$ cat config.mk
export PLATFORM = sky130hd
export DESIGN_NAME = im_loader
export DESIGN_NICKNAME = d
export VERILOG_FILES = /design/src/rtl/im_loader_pkg.sv /design/src/rtl/im_loader_timer.sv /design/src/rtl/im_loader.sv
export SDC_FILE = /design/constraint.sdc
export NUM_CORES = 1
export LEC_CHECK = 0
export CAP_MARGIN = 25
export CORE_MARGIN = 2
export CORE_UTILIZATION = 45
export CTS_CLUSTER_DIAMETER = 200
export CTS_CLUSTER_SIZE = 30
export DETAILED_ROUTE_END_ITERATION = 8
export HOLD_SLACK_MARGIN = 0.03
export SYNTH_ARGS = -nofsm -noshare
export SYNTH_HDL_FRONTEND = slang
export SYNTH_HIERARCHICAL = 1
export SYNTH_SLANG_ARGS = --single-unit
$ cat constraint.sdc
create_clock -name clk -period 7.15 [get_ports clk]
set_clock_uncertainty 0.2 [all_clocks]
set_input_delay 1.43 -clock clk [delete_from_list [all_inputs] [get_ports clk]]
set_output_delay 1.43 -clock clk [all_outputs]
set_load 0.03 [all_outputs]
$ cat src/rtl/im_loader_pkg.sv
// Shared definitions for the boot-time instruction-memory loader.
package im_loader_pkg;

  // Loader states.
  typedef enum logic [2:0] {
    StHdr0,
    StHdr1,
    StData,
    StCheck,
    StDone,
    StErr
  } state_e;

  // Error codes reported on ErrorCode.
  localparam logic [1:0] ERR_NONE    = 2'b00;
  localparam logic [1:0] ERR_SIZE    = 2'b01;
  localparam logic [1:0] ERR_CSUM    = 2'b10;
  localparam logic [1:0] ERR_TIMEOUT = 2'b11;

  // Instruction-memory depth in words and the PC that word 0 maps to.
  localparam int unsigned IM_DEPTH   = 2048;
  localparam logic [15:0] IM_BASE_PC = 16'h3000;

endpackage

$ cat src/rtl/im_loader_timer.sv
// Idle-cycle counter: counts enabled cycles since the last clear and flags when
// the count reaches Limit. Holds at Limit until cleared.
module im_loader_timer #(
  parameter int unsigned Limit = 16
) (
  input  logic clk_i,
  input  logic rst_ni,
  input  logic clr_i,
  input  logic en_i,
  output logic expire_o
);

  localparam int unsigned CntW = (Limit < 2) ? 1 : $clog2(Limit + 1);

  logic [CntW-1:0] cnt_q;

  assign expire_o = (cnt_q == CntW'(Limit));

  // Idle count: clear wins, otherwise count up while enabled and not yet expired.
  always_ff @(posedge clk_i or negedge rst_ni) begin
    if (!rst_ni) begin
      cnt_q <= '0;
    end else if (clr_i) begin
      cnt_q <= '0;
    end else if (en_i && !expire_o) begin
      cnt_q <= cnt_q + CntW'(1);
    end
  end

endmodule

$ cat src/rtl/im_loader.sv
// Boot-time instruction-memory writer. Parses a framed byte stream
// (16-bit word count, big-endian words, XOR check byte), writes each word to
// the IM write port and holds the CPU until a verified load completes.
module im_loader #(
  parameter int unsigned IM_DEPTH = im_loader_pkg::IM_DEPTH,
  parameter int unsigned ADDR_W   = 11,
  parameter int unsigned TIMEOUT  = 1000000
) (
  input  logic              clk,
  input  logic              reset,
  input  logic              Start,
  input  logic              ByteValid,
  input  logic [7:0]        ByteData,
  output logic              ByteReady,
  output logic [3:0]        wea,
  output logic [ADDR_W-1:0] addra,
  output logic [31:0]       dina,
  output logic              CpuHold,
  output logic              Done,
  output logic [1:0]        ErrorCode
);

  import im_loader_pkg::*;

  localparam logic [15:0] DepthLim = 16'(IM_DEPTH);

  state_e      state_q;
  logic [7:0]  hdr_hi_q;
  logic [15:0] n_q;
  logic [15:0] wcnt_q;
  logic [1:0]  bcnt_q;
  logic [23:0] asm_q;
  logic [7:0]  csum_q;

  logic        accept;
  logic        cnt_en;
  logic        cnt_clr;
  logic        expire;
  logic [15:0] n_rx;
  logic [15:0] wcnt_nxt;
  logic [7:0]  csum_nxt;

  // Handshake, header decode and idle-timer control.
  always_comb begin
    accept   = ByteValid & ByteReady;
    cnt_en   = (state_q == StHdr1) || (state_q == StData) || (state_q == StCheck);
    cnt_clr  = accept | ~cnt_en;
    n_rx     = {hdr_hi_q, ByteData};
    wcnt_nxt = wcnt_q + 16'd1;
    csum_nxt = csum_q ^ ByteData;
  end

  if (TIMEOUT != 0) begin : g_timer
    im_loader_timer #(
      .Limit(TIMEOUT)
    ) u_timer (
      .clk_i   (clk),
      .rst_ni  (reset),
      .clr_i   (cnt_clr),
      .en_i    (cnt_en),
      .expire_o(expire)
    );
  end else begin : g_no_timer
    assign expire = 1'b0;
  end

  // Loader FSM with byte assembler, word index, XOR accumulator and all
  // registered outputs.
  always_ff @(posedge clk or negedge reset) begin
    if (!reset) begin
      state_q   <= StHdr0;
      hdr_hi_q  <= '0;
      n_q       <= '0;
      wcnt_q    <= '0;
      bcnt_q    <= '0;
      asm_q     <= '0;
      csum_q    <= '0;
      ByteReady <= 1'b1;
      wea       <= 4'b0000;
      addra     <= '0;
      dina      <= '0;
      CpuHold   <= 1'b1;
      Done      <= 1'b0;
      ErrorCode <= ERR_NONE;
    end else begin
      wea <= 4'b0000;
      unique case (state_q)
        StHdr0: begin
          if (accept) begin
            hdr_hi_q <= ByteData;
            csum_q   <= ByteData;
            state_q  <= StHdr1;
          end
        end
        StHdr1: begin
          if (accept) begin
            n_q    <= n_rx;
            csum_q <= csum_nxt;
            if (n_rx > DepthLim) begin
              state_q   <= StErr;
              ErrorCode <= ERR_SIZE;
              ByteReady <= 1'b0;
            end else if (n_rx == 16'd0) begin
              state_q <= StCheck;
            end else begin
              state_q <= StData;
            end
          end else if (expire) begin
            state_q   <= StErr;
            ErrorCode <= ERR_TIMEOUT;
            ByteReady <= 1'b0;
          end
        end
        StData: begin
          if (accept) begin
            csum_q <= csum_nxt;
            if (bcnt_q == 2'd3) begin
              wea    <= 4'b1111;
              addra  <= wcnt_q[ADDR_W-1:0];
              dina   <= {asm_q, ByteData};
              wcnt_q <= wcnt_nxt;
              bcnt_q <= 2'd0;
              if (wcnt_nxt == n_q) begin
                state_q <= StCheck;
              end
            end else begin
              asm_q  <= {asm_q[15:0], ByteData};
              bcnt_q <= bcnt_q + 2'd1;
            end
          end else if (expire) begin
            // Partial word is simply abandoned; no write is issued.
            state_q   <= StErr;
            ErrorCode <= ERR_TIMEOUT;
            ByteReady <= 1'b0;
          end
        end
        StCheck: begin
          if (accept) begin
            ByteReady <= 1'b0;
            if (ByteData == csum_q) begin
              state_q <= StDone;
              Done    <= 1'b1;
              CpuHold <= 1'b0;
            end else begin
              state_q   <= StErr;
              ErrorCode <= ERR_CSUM;
            end
          end else if (expire) begin
            state_q   <= StErr;
            ErrorCode <= ERR_TIMEOUT;
            ByteReady <= 1'b0;
          end
        end
        StDone, StErr: begin
          if (Start) begin
            state_q   <= StHdr0;
            wcnt_q    <= '0;
            bcnt_q    <= '0;
            csum_q    <= '0;
            ErrorCode <= ERR_NONE;
            Done      <= 1'b0;
            CpuHold   <= 1'b1;
            ByteReady <= 1'b1;
          end
        end
        default: begin
          state_q <= StHdr0;
        end
      endcase
    end
  end

endmodule
Word level (Yosys, flattened, before mapping) --
Cells that the tools add are included.
Word-level totals: register bits after elaboration 149, input bits 12, output and inout bits 52, word-level logic and storage cells 119
Operators by class: add/subtract/negate cells 3, order comparisons 1, equal/unequal tests 21, multiplexer cells 50, bitwise gates (word level) 5, reduce and logical (&&, ||, !) cells 24
Operators by type and width (count):
- 2-to-1 mux 16 bit | 3
- 2-to-1 mux 20 bit | 2
- one-hot mux 16 bit (2 select lines) | 1
- 2-to-1 mux 3 bit | 9
- 2-to-1 mux 8 bit | 3
- one-hot mux 8 bit (3 select lines) | 1
- adder 20 x 1 -> 20 bit (second input constant) | 1
- equality test 20 bit (second input constant) | 1
- AND reduction 4 bit | 5
- 2-to-1 mux 2 bit | 9
- adder 16 x 1 -> 16 bit (second input constant) | 1
- equality test 16 bit | 1
- > comparator 16 x 12 -> 1 bit (second input constant) | 1
- zero test 16 bit | 1
- one-hot mux 3 bit (5 select lines) | 1
- 2-to-1 mux 1 bit | 13
- 2-to-1 mux 4 bit | 3
- inequality test 2 bit (second input constant) | 5
- inequality test 3 x 2 -> 1 bit (second input constant) | 3
- AND reduction 3 bit | 3
- equality test 8 bit | 1
- one-hot mux 2 bit (4 select lines) | 1
- XOR 8 bit | 1
- equality test 3 x 2 -> 1 bit (second input constant) | 2
- 22 further kinds | 32

Longest topological paths before layout --
word-level depth 6, gate-level depth with buffers 10, depth with buffers taken out 10

Cells and area by module --
Netlist, hierarchy kept.
By module, submodules not included:
- im_loader | times used 1, cells each 612, area an instance 6065.8 µm², sequential area each 3155.5 µm²
- im_loader_timer | times used 1, cells each 117, area an instance 1108.6 µm², sequential area each 500.5 µm²

Least setup slack after synthesis --
OpenSTA, ideal clock, no wires.
path kind input -> register, start point input port ByteData[2], end point register ErrorCode[1], library setup time 0.142 ns, arrival 2.964 ns, data required time 6.808 ns, slack 3.844 ns, stages on the path 7, buffers on the path 1, cells stage by stage clkbuf_1 -> or4_1 -> o31ai_1 -> and3_1 -> a211oi_1 -> a21oi_1 -> a21oi_1
Between the ends: longest elaborated chain between the ends 3, elaborated cells on any way between the ends 5, classes of those cells order compare (1); eq/ne (3); reduce/logical (1)
Ends and longest elaborated chain:
- start: declaration | RTL line im_loader.sv:13 | input logic [7:0] ByteData,
- > comparator 16 x 12 -> 1 bit or equality test 8 bit (tied branches) | RTL line im_loader.sv:99, im_loader.sv:140
- inequality test 3 x 2 -> 1 bit (no line) or inequality test 3 bit (tied branches)
- AND reduction 5 bit (no line) *
- end signal: assignment | RTL line im_loader.sv:101 | ErrorCode <= ERR_SIZE;
- end signal: assignment | RTL line im_loader.sv:110 | ErrorCode <= ERR_TIMEOUT;
- end signal: assignment | RTL line im_loader.sv:133 | ErrorCode <= ERR_TIMEOUT;
- end: declaration | RTL line im_loader.sv:20 | output logic [1:0] ErrorCode
Mark *: on every way between the ends. The rest lies on a longest branch, timed or not. A chain may end at the register's enable or synchronous reset.

Worst setup path in the final report --
start point input port ByteValid, end point register wcnt_q[5]
Between the ends: longest elaborated chain between the ends 3
Ends and longest elaborated chain:
- start: declaration | RTL line im_loader.sv:12 | input logic ByteValid,
- AND 1 bit | RTL line im_loader.sv:45 | accept = ByteValid & ByteReady;
- inequality test 2 bit (no line)
- AND reduction 4 bit (no line)
- end signal: assignment | RTL line im_loader.sv:121 | wcnt_q <= wcnt_nxt;
- end: declaration | RTL line im_loader.sv:30 | logic [15:0] wcnt_q;
No other way between the ends.

==> results.toml <==
[outcome]
run_status = "finished, final reports clean"

[yosys]
synthXorXnorAreaFrac_pct = 6.59
yosys_register_bits = 146
synth_mux_area_share_pct = 7.97
postSynthNetCount = 745
synthesized_netlist_cell_count = 729
synth_compound_area_share_pct = 10.2
synth-edff-count = 0
synthSimpleGateAreaFrac_pct = 20.2
synthesized_area_divided_by_synthesized_cell_count_um2 = 9.84
ys_top_cells_by_area = "dfrtp_1 (50%), nand2_1 (9.0%), mux2_2 (7.7%)"
synth.cell_area_um2 = 7170
synth.largest_area_cell = "dfrtp_1"
yosysUniqueCellTypes = 59
dominantRegCellSynth = "dfrtp_1"
synth_adder_area_share_pct = 0.698
synth-warning-count = 6
synth_top_family_by_area = "simple AND/OR/NAND/NOR gates"
synthDominantCellAreaShare_pct = 50.2
yosysSeqAreaShare_pct = 51.0
async_flop_share_pct = 100

[clock_tree]
clock_pin_transition_on_the_worst_setup_and_hold_timing_paths_ns = 0.06
cts.repair_timing.setup_buffer_count = 0
ctsHoldBuffers = 0
post_cts_resized = 0
cts.path.max_buffers = 2
cts_tree = "yes"
numClockSinks = 146
cts_inserted_buffers = 17
worst_skew_pair_latency_ns = 0.43
cts.root.buffer_cell = "clkbuf_16"
cts_max_level = 4

[placement]
gpl.final_weighted_congestion = 0.846
place.detailed.hpwl_mm = 10.6
placed_area_um2 = 7910
io_buffer_count = 63

[worst_setup_path]
worstSetupStartpointType = "input port"
data_required_time_at_the_worst_endpoint_ns = 7.26
crit_type = "in2reg"
r2r_slack_ns = 3.84
wp_data_arrival_ns = 4.02
critPathMaxFanout = 62
endpoint_kind = "flop"

[global_routing]
gr-total-overflow = 0
via_count_of_the_first_global_routing_pass = 5194
grt_first_pass_wirelength_mm = 26.9
grt_max_degree = 77
global_route.usage.total_pct = 20.4
antenna_found_initial = 0

[routing]
first_pass_iters = 6
initialDrtViolationCount = 396
dr_drc_count = 0
postRouteAntennaNets = 0
num_vias = 5440
finalWirelength_mm = 16.3
vias_per_cell = 5.46
avgRoutedWirePerCell_um = 16.3

[final_layout]
final_nets = 783
areaGrowthSynthToFinish_pct = 19.2
final_layout_size_suffix_gt1_share_pct = 13.8
antenna_cells_inserted = 0
fin_area_um2 = 8550

[hold_path]
timing.hold.worst.class = "reg2reg"

[sta]
totalNegativeSetupSlack_ns = 0
timing.final.crit_share_pct = 54.6
setup_viol = 0
rsz0062_at_grt = "false"
period_needed_ns = 3.90
max_clock_freq_mhz = 256
maxSlewViolCount = 0
timing.final.hold_violations = 0
worstMarginPinSlew_ns = 0.941
max_slew_margin_pct = 37.0

[power]
power.share.switching_pct = 30.3
net-switching-power_uw = 755
power.share.sequential_pct = 43.3
static_leakage_power_nw = 3.95
power.density_cell_area_nw_per_um2 = 292
clock_power_share_pct = 39.0
ir_drop_v = 0.000183
pwr-share-comb_pct = 17.7
intPower_mw = 1.74

[die]
coreArea_um2 = 15700
die_y_um = 130
die-area_um2 = 17000
dieWidth_um = 130
row_count = 46
num_io_pins = 64
initial_core_util_pct = 45.7

[job]
timing.max_cap.violations = 0
==> cells in the final DEF (no fill, tap or decap), types with 6 or more instances in the layout <==
| cell | n |
|---|---|
| a21oi_1 | 17 |
| a221o_1 | 8 |
| a32o_1 | 8 |
| and2_1 | 8 |
| and3_1 | 13 |
| and4_1 | 6 |
| clkbuf_16 | 17 |
| clkdlybuf4s50_1 | 62 |
| dfrtp_1 | 144 |
| inv_1 | 8 |
| mux2_2 | 49 |
| nand2_1 | 171 |
| nand3_1 | 24 |
| nand4_1 | 9 |
| nor2_1 | 35 |
| nor3_1 | 6 |
| o21ai_0 | 46 |
| o31ai_1 | 8 |
| xnor2_1 | 31 |
| xor2_1 | 23 |
==> through the flow <==
stage	total power [mW]	util (%)	worst slack, ns	instances	hold WS [ns]
4_1_cts	2.52	54.4	3.30	996	0.275
3_3_place_gp	1.52	50.3	2.97	964	0.253
2_1_floorplan	1.41	-	3.84	729	0.235
5_1_grt	2.63	54.4	2.96	996	0.295
3_5_place_dp	1.54	50.3	2.87	964	0.258
6_report	2.50	54.4	3.25	996	0.272
==> power by group through the flow <==
stage / Sequential (mW) / Clock (mW) / Combinational, mW
final: 1.08 / 0.973 / 0.441
after floorplan: 1.03 / 0 / 0.379
after global placement: 1.09 / 0 / 0.432
after CTS: 1.08 / 0.988 / 0.446
after global routing: 1.10 / 1.03 / 0.498
after detailed placement: 1.10 / 0 / 0.442
==> flip-flops by register name (all words and copies together) (netlist names), 3 cells and up <==
signal / flops
csum_q: 8
hdr_hi_q: 8
dina: 32
g_timer.u_timer/cnt_q: 20
state_q: 3
asm_q: 24
n_q: 16
addra: 11
wcnt_q: 16
==> area by class of cell <==
class | count | area (um^2)
Clock inverter | 15 | 219
Fill cell | 1387 | 7160
Tap cell | 216 | 270
Timing Repair Buffer | 68 | 669
Sequential cell | 146 | 3660
Inverter | 9 | 33.8
Multi-Input combinational cell | 525 | 3280
Clock buffer | 17 | 425
==> synth_stat cells, types with 2 or more instances <==
library cell,count
nor2_1,36
buf_4,3
xnor2_1,31
mux2_2,49
and3_1,13
or3_1,4
ha_1,4
o21a_1,3
buf_2,11
nor3_1,6
nand3_1,24
nand2b_1,3
clkbuf_1,27
nor3_2,2
dfrtp_1,144
nand4_1,9
and4_1,6
dfstp_2,2
o2bb2ai_1,2
o41ai_1,2
and2_1,8
a21oi_2,2
a21oi_1,17
nor4_1,4
inv_1,8
nand2_1,172
o31ai_1,8
buf_1,8
or4_1,4
a32o_1,8
o22ai_1,3
xor2_1,23
mux2i_1,2
a221o_1,8
a211oi_1,2
o21ai_0,46
nor2b_1,3
==> metal layers <==
metal / routed length [um] / up-vias / global-route usage [%]
met3: 786 / 24 / 3.98
met4: 262 / 0 / 7.02
li1: - / 2588 / -
met5: 0 / - / 0
met2: 7510 / 151 / 32.0
met1: 7710 / 2677 / 28.4
==> worst paths after layout <==
path / start / endpoint / cells after the start
max in group asynchronous: reset / dina[0] / 2
max reg2reg: state_q[0] / wcnt_q[5] / 7
max: ByteValid / wcnt_q[5] / 9
min reg2reg: dina[0] / dina[0] / 2
min: dina[0] / dina[0] / 2
min in group asynchronous: reset / n_q[11] / 1
==> cell families (layout without fill, tap and decap cells) <==
| kind of cell | Yosys count | in the layout |
|---|---|---|
| simple gates | 305 | 305 |
| flops | 146 | 146 |
| compound gates | 111 | 111 |
| buf+inv | 58 | 109 |
| xor+xnor | 54 | 54 |
| mux | 51 | 51 |
| fa+ha+maj | 4 | 4 |
==> critical path: stages <==
cell and delay [ns]:
clkdlybuf4s50_1 0.44, nand2_1 0.20, nor3_2 0.13, nand2_2 0.12
buf_4 0.53, inv_2 0.07, nor2_1 0.74, o21ai_0 0.24
o41ai_1 0.10
Power figures use the tool's default switching activity.
